`src/rtl/loader_pkg.sv`:
```
// Shared definitions for the instruction loader.
//   state_e        : loader FSM states
//   BYTES_PER_WORD : stream bytes per header/instruction word
//   BYTE_IDX_W     : width of the byte-within-word index
//   HDR_LSB_FIRST  : stream byte order (1 = least significant byte first)
//   is_loading()   : states in which a load is in progress
package loader_pkg;

  typedef enum logic [2:0] {
    ST_IDLE  = 3'd0,
    ST_HDR   = 3'd1,
    ST_DATA  = 3'd2,
    ST_WRITE = 3'd3,
    ST_DONE  = 3'd4,
    ST_ERR   = 3'd5
  } state_e;

  localparam int BYTES_PER_WORD = 4;
  localparam int BYTE_IDX_W     = 2;
  localparam bit HDR_LSB_FIRST  = 1'b1;

  function automatic logic is_loading(input state_e s);
    return (s == ST_HDR) || (s == ST_DATA) || (s == ST_WRITE);
  endfunction

endpackage

```
`src/rtl/inst_loader_if.sv`:
```
// Stream-in / instruction-RAM-write bundle for the loader.
//   rx_data, rx_valid : byte stream from the source (e.g. UART receiver)
//   rx_ready          : loader can accept a byte
//   is_write          : one-cycle instruction RAM write strobe
//   im_addr, im_inst  : byte address and word for the write
// Handshake: a byte transfers on a rising clock edge where rx_valid and
// rx_ready are both high; while rx_valid is high without rx_ready the source
// must hold rx_data stable; rx_ready never depends combinationally on rx_valid.
// Modports: master = loader side, slave = stream source / RAM side.
interface inst_loader_if #(
  parameter int W = 32
);
  logic [7:0]   rx_data;
  logic         rx_valid;
  logic         rx_ready;
  logic         is_write;
  logic [W-1:0] im_addr;
  logic [W-1:0] im_inst;

  modport master (
    input  rx_data,
    input  rx_valid,
    output rx_ready,
    output is_write,
    output im_addr,
    output im_inst
  );

  modport slave (
    output rx_data,
    output rx_valid,
    input  rx_ready,
    input  is_write,
    input  im_addr,
    input  im_inst
  );
endinterface

```
`src/rtl/byte_packer.sv`:
```
// Assembles four stream bytes into a 32-bit word in stream byte order.
//   clk, rst_n : clock, asynchronous active-low reset
//   clr        : synchronous restart of the byte index
//   take       : a byte is accepted this cycle
//   byte_in    : the accepted byte
//   word       : assembled word including byte_in (valid with word_valid)
//   word_valid : combinational pulse, high when take completes a word
// word/word_valid are combinational so the parent FSM can act on the same
// edge that accepts the last byte; the parent registers everything it drives.
module byte_packer
  import loader_pkg::*;
(
  input  logic        clk,
  input  logic        rst_n,
  input  logic        clr,
  input  logic        take,
  input  logic [7:0]  byte_in,
  output logic [31:0] word,
  output logic        word_valid
);

  logic [BYTE_IDX_W-1:0] idx_q;
  logic [BYTE_IDX_W-1:0] lane;
  logic [31:0]           sr_q;

  // Each byte lands in its own lane; all four lanes are rewritten per word,
  // so stale bytes of the previous word never leak into the next one.
  always_comb begin
    lane = HDR_LSB_FIRST ? idx_q : (BYTE_IDX_W'(BYTES_PER_WORD - 1) - idx_q);
    word = sr_q;
    word[{lane, 3'b000} +: 8] = byte_in;
    word_valid = take && (idx_q == BYTE_IDX_W'(BYTES_PER_WORD - 1));
  end

  always_ff @(posedge clk or negedge rst_n) begin
    if (!rst_n) begin
      idx_q <= '0;
      sr_q  <= '0;
    end else if (clr) begin
      idx_q <= '0;
    end else if (take) begin
      sr_q  <= word;
      idx_q <= idx_q + 1'b1;  // wraps 3 -> 0
    end
  end

endmodule

```
`src/rtl/inst_loader.sv`:
```
// Boot-time program loader. Receives a little-endian word count N followed
// by N little-endian 32-bit instructions and writes them to instruction RAM
// at BASE, BASE+4, ... while holding the core in reset until the load ends.
//   clk, rst_n  : clock, asynchronous active-low reset
//   start       : arms a new load from IDLE, DONE or ERR
//   bus         : stream input and instruction RAM write port (master)
//   loading     : load in progress (HDR, DATA, WRITE)
//   done        : load completed, sticky until start or reset
//   err         : header rejected (N==0 or N>DEPTH), sticky until start/reset
//   core_rst_n  : core reset, released only in DONE
//   dbg_state   : current FSM state
// All outputs come straight from flops loaded from the next state.
module inst_loader
  import loader_pkg::*;
#(
  parameter int           W         = 32,
  parameter int           DEPTH     = 2057,
  parameter logic [W-1:0] BASE      = '0,
  parameter bit           AUTOSTART = 1'b1
) (
  input  logic                 clk,
  input  logic                 rst_n,
  input  logic                 start,
  inst_loader_if.master        bus,
  output logic                 loading,
  output logic                 done,
  output logic                 err,
  output logic                 core_rst_n,
  output state_e               dbg_state
);

  localparam int     KW         = $clog2(DEPTH);
  localparam state_e RESET_STATE = AUTOSTART ? ST_HDR : ST_IDLE;

  state_e         state_q, state_d;
  logic [KW-1:0]  k_q;
  logic [W-1:0]   count_q;
  logic           rx_ready_q;
  logic           is_write_q;
  logic [W-1:0]   im_addr_q;
  logic [W-1:0]   im_inst_q;
  logic           loading_q, done_q, err_q, core_rst_n_q;

  logic           take;
  logic           rearm;
  logic [31:0]    word;
  logic           word_valid;
  logic           hdr_bad;
  logic           last_word;

  assign take  = bus.rx_valid && rx_ready_q;
  assign rearm = start && (state_q == ST_IDLE || state_q == ST_DONE ||
                           state_q == ST_ERR);

  byte_packer u_packer (
    .clk        (clk),
    .rst_n      (rst_n),
    .clr        (rearm),
    .take       (take),
    .byte_in    (bus.rx_data),
    .word       (word),
    .word_valid (word_valid)
  );

  // Count is range-checked at full width so e.g. 0x0100_0001 is rejected
  // rather than aliasing to a small legal value.
  assign hdr_bad   = (word == '0) || (word > W'(DEPTH));
  assign last_word = ({{(W-KW){1'b0}}, k_q} == (count_q - W'(1)));

  always_comb begin
    state_d = state_q;
    unique case (state_q)
      ST_IDLE:  if (start) state_d = ST_HDR;
      ST_HDR:   if (word_valid) state_d = hdr_bad ? ST_ERR : ST_DATA;
      ST_DATA:  if (word_valid) state_d = ST_WRITE;
      ST_WRITE: state_d = last_word ? ST_DONE : ST_DATA;
      ST_DONE:  if (start) state_d = ST_HDR;
      ST_ERR:   if (start) state_d = ST_HDR;
      default:  state_d = RESET_STATE;
    endcase
  end

  always_ff @(posedge clk or negedge rst_n) begin
    if (!rst_n) begin
      state_q      <= RESET_STATE;
      k_q          <= '0;
      count_q      <= '0;
      rx_ready_q   <= 1'b0;
      is_write_q   <= 1'b0;
      im_addr_q    <= '0;
      im_inst_q    <= '0;
      loading_q    <= AUTOSTART;
      done_q       <= 1'b0;
      err_q        <= 1'b0;
      core_rst_n_q <= 1'b0;
    end else begin
      state_q      <= state_d;
      rx_ready_q   <= (state_d == ST_HDR) || (state_d == ST_DATA);
      is_write_q   <= (state_d == ST_WRITE);
      loading_q    <= is_loading(state_d);
      done_q       <= (state_d == ST_DONE);
      err_q        <= (state_d == ST_ERR);
      core_rst_n_q <= (state_d == ST_DONE);

      if (state_q == ST_HDR && word_valid) begin
        count_q <= word;
        k_q     <= '0;
      end

      // Address/data are captured on the edge that enters WRITE so they are
      // valid together with is_write and then hold until the next word.
      if (state_q == ST_DATA && word_valid) begin
        im_inst_q <= word;
        im_addr_q <= BASE + {{(W-KW-2){1'b0}}, k_q, 2'b00};
      end

      if (state_q == ST_WRITE && !last_word) begin
        k_q <= k_q + 1'b1;
      end
    end
  end

  assign bus.rx_ready = rx_ready_q;
  assign bus.is_write = is_write_q;
  assign bus.im_addr  = im_addr_q;
  assign bus.im_inst  = im_inst_q;
  assign loading      = loading_q;
  assign done         = done_q;
  assign err          = err_q;
  assign core_rst_n   = core_rst_n_q;
  assign dbg_state    = state_q;

endmodule

```
`src/flat_wrapper.sv`:
```
// flat-port wrapper written by rule: the top's interface ports become plain ports
module inst_loader_flat import loader_pkg::*;
#(
  parameter int           W         = 32,
  parameter int           DEPTH     = 2057,
  parameter logic [W-1:0] BASE      = '0,
  parameter bit           AUTOSTART = 1'b1
)
  (clk, rst_n, start, loading, done, err, core_rst_n, dbg_state, bus_rx_data, bus_rx_valid, bus_rx_ready, bus_is_write, bus_im_addr, bus_im_inst);
  inst_loader_if #(.W(W)) bus_i ();
  input  logic clk;
  input  logic rst_n;
  input  logic start;
  output logic loading;
  output logic done;
  output logic err;
  output logic core_rst_n;
  output state_e dbg_state;
  input wire logic [$bits(bus_i.rx_data)-1:0] bus_rx_data;
  input wire logic [$bits(bus_i.rx_valid)-1:0] bus_rx_valid;
  output wire logic [$bits(bus_i.rx_ready)-1:0] bus_rx_ready;
  output wire logic [$bits(bus_i.is_write)-1:0] bus_is_write;
  output wire logic [$bits(bus_i.im_addr)-1:0] bus_im_addr;
  output wire logic [$bits(bus_i.im_inst)-1:0] bus_im_inst;
  assign bus_i.rx_data = bus_rx_data;
  assign bus_i.rx_valid = bus_rx_valid;
  assign bus_rx_ready = bus_i.rx_ready;
  assign bus_is_write = bus_i.is_write;
  assign bus_im_addr = bus_i.im_addr;
  assign bus_im_inst = bus_i.im_inst;
  inst_loader #(.W(W), .DEPTH(DEPTH), .BASE(BASE), .AUTOSTART(AUTOSTART)) u_core (.clk(clk), .rst_n(rst_n), .start(start), .bus(bus_i), .loading(loading), .done(done), .err(err), .core_rst_n(core_rst_n), .dbg_state(dbg_state));
endmodule
```
`config.mk`:
```
export PLATFORM = sky130hd
export DESIGN_NAME = inst_loader_flat
export DESIGN_NICKNAME = d
export VERILOG_FILES = /design/src/rtl/loader_pkg.sv /design/src/rtl/inst_loader_if.sv /design/src/rtl/byte_packer.sv /design/src/rtl/inst_loader.sv /design/src/flat_wrapper.sv
export SDC_FILE = /design/constraint.sdc
export NUM_CORES = 1
export LEC_CHECK = 0
export BUFFER_PORTS_ARGS = -buffer_cell sky130_fd_sc_hd__buf_2
export CAP_MARGIN = 20
export CORE_UTILIZATION = 47
export CTS_BUF_LIST = sky130_fd_sc_hd__clkbuf_4 sky130_fd_sc_hd__clkbuf_8
export DETAILED_ROUTE_END_ITERATION = 8
export PLACE_DENSITY_LB_ADDON = 0.25
export SYNTH_ARGS = -nofsm -noshare
export SYNTH_HDL_FRONTEND = slang
export SYNTH_SLANG_ARGS = --single-unit
```
`constraint.sdc`:
```
create_clock -name clk -period 3 [get_ports clk]
set_clock_uncertainty 0.15 [all_clocks]
set_input_delay 0.6 -clock clk [delete_from_list [all_inputs] [get_ports clk]]
set_output_delay 0.6 -clock clk [all_outputs]
set_load 0.02 [all_outputs]
```
==> results.md <==
* Synth Flop Type: dfrtp_1
* CP Data Required Time at approximately 3.2 ns
* Tmin final at 2.96 ns
* Final setup vio count at 0
* Fraction of registers with async set or reset after synthesis at 100%
* #FFs+latches synth at 130
* Syn-to-layout area delta at 17.3%
* Drt wl/cell at approximately 17 µm
* Final hold slack at between 0.2 and 0.3 ns
* CTS Buf Count at 17
* Die Wd at 121 µm
* Clk slew on worst S/H paths at about 0.07 ns
* Total GRT Usage at about 25%
* Die area at 0.0147 mm²
* Critical path class: flip-flop to flip-flop
* Rel. slew slack at between 60 and 70%
* Initial antenna violation count at 0
* Clock root buffer: clkbuf_8
* Post-synth EDFFs at 0
* Crit path max fanout at 8
* PortBufs at 64
* Total power draw at roughly 8 mW
* Remaining Overflow, GRT at 0
* Share of cells above drive strength 1 at 23.5%
* Max Freq at between 300 and 400 MHz
* DRC viols at 0
* Cells after synthesis at about 720
* CP Data Arrival Time at roughly 3.1 ns
* Final period util at just under 100%
* DR WL met3 at between 600 and 700 µm
* Final Max Slew Viols at 0
* M1 WL at approximately 7.7 mm
* Initial DRC count at 450
* Fin nets at 832
* Slew @ Worst Pin at 0.549 ns
* H-tree depth at 4
* Row count at 43
* Post-detail-place hpwl at about 12 mm
* VDD IR max at 0.000386 V
* CTS tree: built
* Crit path launch type: flip-flop
* Post-DRT Antenna Nets at 0
* First-pass GRT wire length at 27.5 mm
* Leak pwr at about 3.7 nW
* First-pass detailed-route iteration total at 7
* Syn avg cell area at about 9.3 µm²
* Dpl ws at -0.108 ns
* Largest net degree at the start of global routing at 59
* Core area at ~0.014 mm²
* Setup crit end kind: flip-flop
* Outcome: complete, no violations
* Final cell count without fillers at around 1000
* Diodes inserted at 0
* Clock Latency Late Sink at 0.46 ns
* I/O Pins at between 80 and 90
* Post-synthesis sequential area ratio at 48.8%
* Reg2reg setup slack at about 0.038 ns
* Placed Cells incl. Taps at between 900 and 1000
* Die Height at approximately 120 µm
* Synth warn at 0
* # clock sinks at 130
* Initial core utilization at around half
* Metal2 WL at 8.41 mm
* Vias in the first global route at about 5400
* Final Wtd Congestion at 0.906
* Yosys cell types at between 70 and 80
* Final hold violation count at 0
* Via density at roughly 5.6
* Highest Signal Layer: met4
* Final setup margin at 0.0376 ns
* Mapped cell area at about 0.0067 mm²
* Vias at around 5600
* Power per cell area at approximately 1000 mW/mm²
* Hold Path Class: input pin to flip-flop
* Final Routed Wirelength at 17.1 mm
* RSZ-0062 raised after global routing: yes
* Clock Path Buffers at 2
* Post-Route Setup TNS at 0 ns
* Max-cap violations at 0
[layout make-up]
cell class | count | area (µm²)
flip-flops and latches | 130 | 3260
well taps | 180 | 225
inverters | 12 | 45.0
repair buffers | 125 | 812
clock buffers | 24 | 312
clock inverters | 6 | 55.1
multi-input cells | 527 | 3130
fillers | 1270 | 6050
[registers in the layout, indices dropped and copies added, names as in the netlist]
signal                 cells
u_core.bus.im_addr        12
u_core.bus.im_inst        32
u_core.bus.is_write        1
u_core.bus.rx_ready        1
u_core.count_q            32
u_core.dbg_state           3
u_core.done                1
u_core.err                 1
u_core.k_q                12
u_core.loading             1
u_core.u_packer.idx_q      2
u_core.u_packer.sr_q      32
[what timing repair did]
action / CTS / global route
pin swaps: 3 / 10
gates resized for setup: 3 / 10
hold endpoints to repair: 23 / 0
hold buffers: 1 / 0
endpoints found under the setup margin: 10 / 18
setup buffers: 1 / 4
[final timing paths]
kind,depth (start not counted),endpoint,start
min reg2reg,2,u_core.bus.im_addr[4],u_core.bus.im_addr[4]
max,7,u_core.k_q[5],u_core.count_q[7]
min,3,u_core.u_packer.idx_q[1],bus_rx_valid
max reg2reg,7,u_core.k_q[5],u_core.count_q[7]
min in group asynchronous,2,u_core.bus.im_addr[13],rst_n
max in group asynchronous,3,u_core.bus.im_inst[15],rst_n
[cells by family (layout without fill, tap and decap cells)]
logic type / count (synthesis) / in the layout / synth area share [%]
AND/OR/NAND/NOR: 299 / 299 / 23.0
AO/OA/AOI/OAI: 179 / 179 / 17.4
flip-flops: 130 / 130 / 48.8
buffers and inverters: 80 / 167 / 6.54
XOR/XNOR: 19 / 19 / 2.49
adder cells (fa/ha/maj): 7 / 7 / 1.31
multiplexers: 3 / 3 / 0.468
other: 1 / 20 / 0.0562
[worst max-delay path, stage by stage (launching register included)]
cell	delay, ns
dfrtp_1	0.45
nor4_4	0.37
nand4_1	0.22
or4b_4	0.54
a2111oi_4	0.33
and4_4	0.32
nor2_2	0.10
a221o_1	0.35
[metal layers]
metal | GRT usage (%) | vias up
met5 | 0 | -
met4 | 9.72 | 0
met3 | 4.56 | 25
met2 | 39.8 | 152
met1 | 32.8 | 2734
li1 | - | 2677
[report_power, final]
| part | internal [mW] | switching [mW] | total (mW) |
|---|---|---|---|
| Sequential | 2.23 | 0.492 | 2.72 |
| Combinational | 1.65 | 2.03 | 3.67 |
| Clock | 0.754 | 0.657 | 1.41 |
[per-stage QoR]
step           instance area (µm²)  util (%)
2_1_floorplan                 6750         -
3_3_place_gp                  7350      53.0
3_5_place_dp                  7350      53.0
4_1_cts                       7750      55.9
5_1_grt                       7830      56.4
6_report                      7830      56.4
[cell usage in the layout, fill, tap and decap left out, types with 4 or more instances in the layout]
cell / Yosys / final
clkinv_2: 0 / 5
nand3_1: 17 / 17
xor2_1: 10 / 10
dfrtp_1: 128 / 128
a22o_1: 13 / 13
nor2_1: 44 / 43
nor4_1: 15 / 13
a21oi_1: 37 / 37
nor2b_1: 28 / 27
xnor2_1: 9 / 9
and2_1: 8 / 8
inv_1: 12 / 12
nand4_1: 12 / 12
nor3_1: 14 / 14
nor3b_1: 5 / 5
a221o_1: 5 / 5
o21ai_0: 71 / 71
buf_4: 23 / 58
buf_2: 3 / 63
or3_1: 5 / 4
a22oi_1: 8 / 7
a31oi_1: 13 / 13
nand2_1: 116 / 116
or2_2: 7 / 7
conb_1: 1 / 20
clkbuf_8: 3 / 21
ha_1: 7 / 5
a32o_1: 4 / 4
[Yosys cell counts, drive strengths merged, types with 8 or more instances]
| library cell | n | share of area [%] |
|---|---|---|
| dfrtp | 128 | 48 |
| nand2 | 117 | 6.6 |
| o21ai | 71 | 5.3 |
| nor2 | 45 | 2.6 |
| a21oi | 37 | 2.8 |
| clkbuf | 37 | 2.5 |
| buf | 31 | 3.3 |
| nor2b | 28 | 2.6 |
| nor4 | 19 | 2.3 |
| nand3 | 17 | 1.3 |
| nor3 | 14 | 1.0 |
| a22o | 13 | 1.7 |
| a31oi | 13 | 1.2 |
| inv | 12 | 0.67 |
| nand4 | 12 | 1.1 |
| xor2 | 10 | 1.3 |
| xnor2 | 9 | 1.2 |
| a22oi | 8 | 0.90 |
| and2 | 8 | 0.75 |
(Power assumes the default switching activity.)
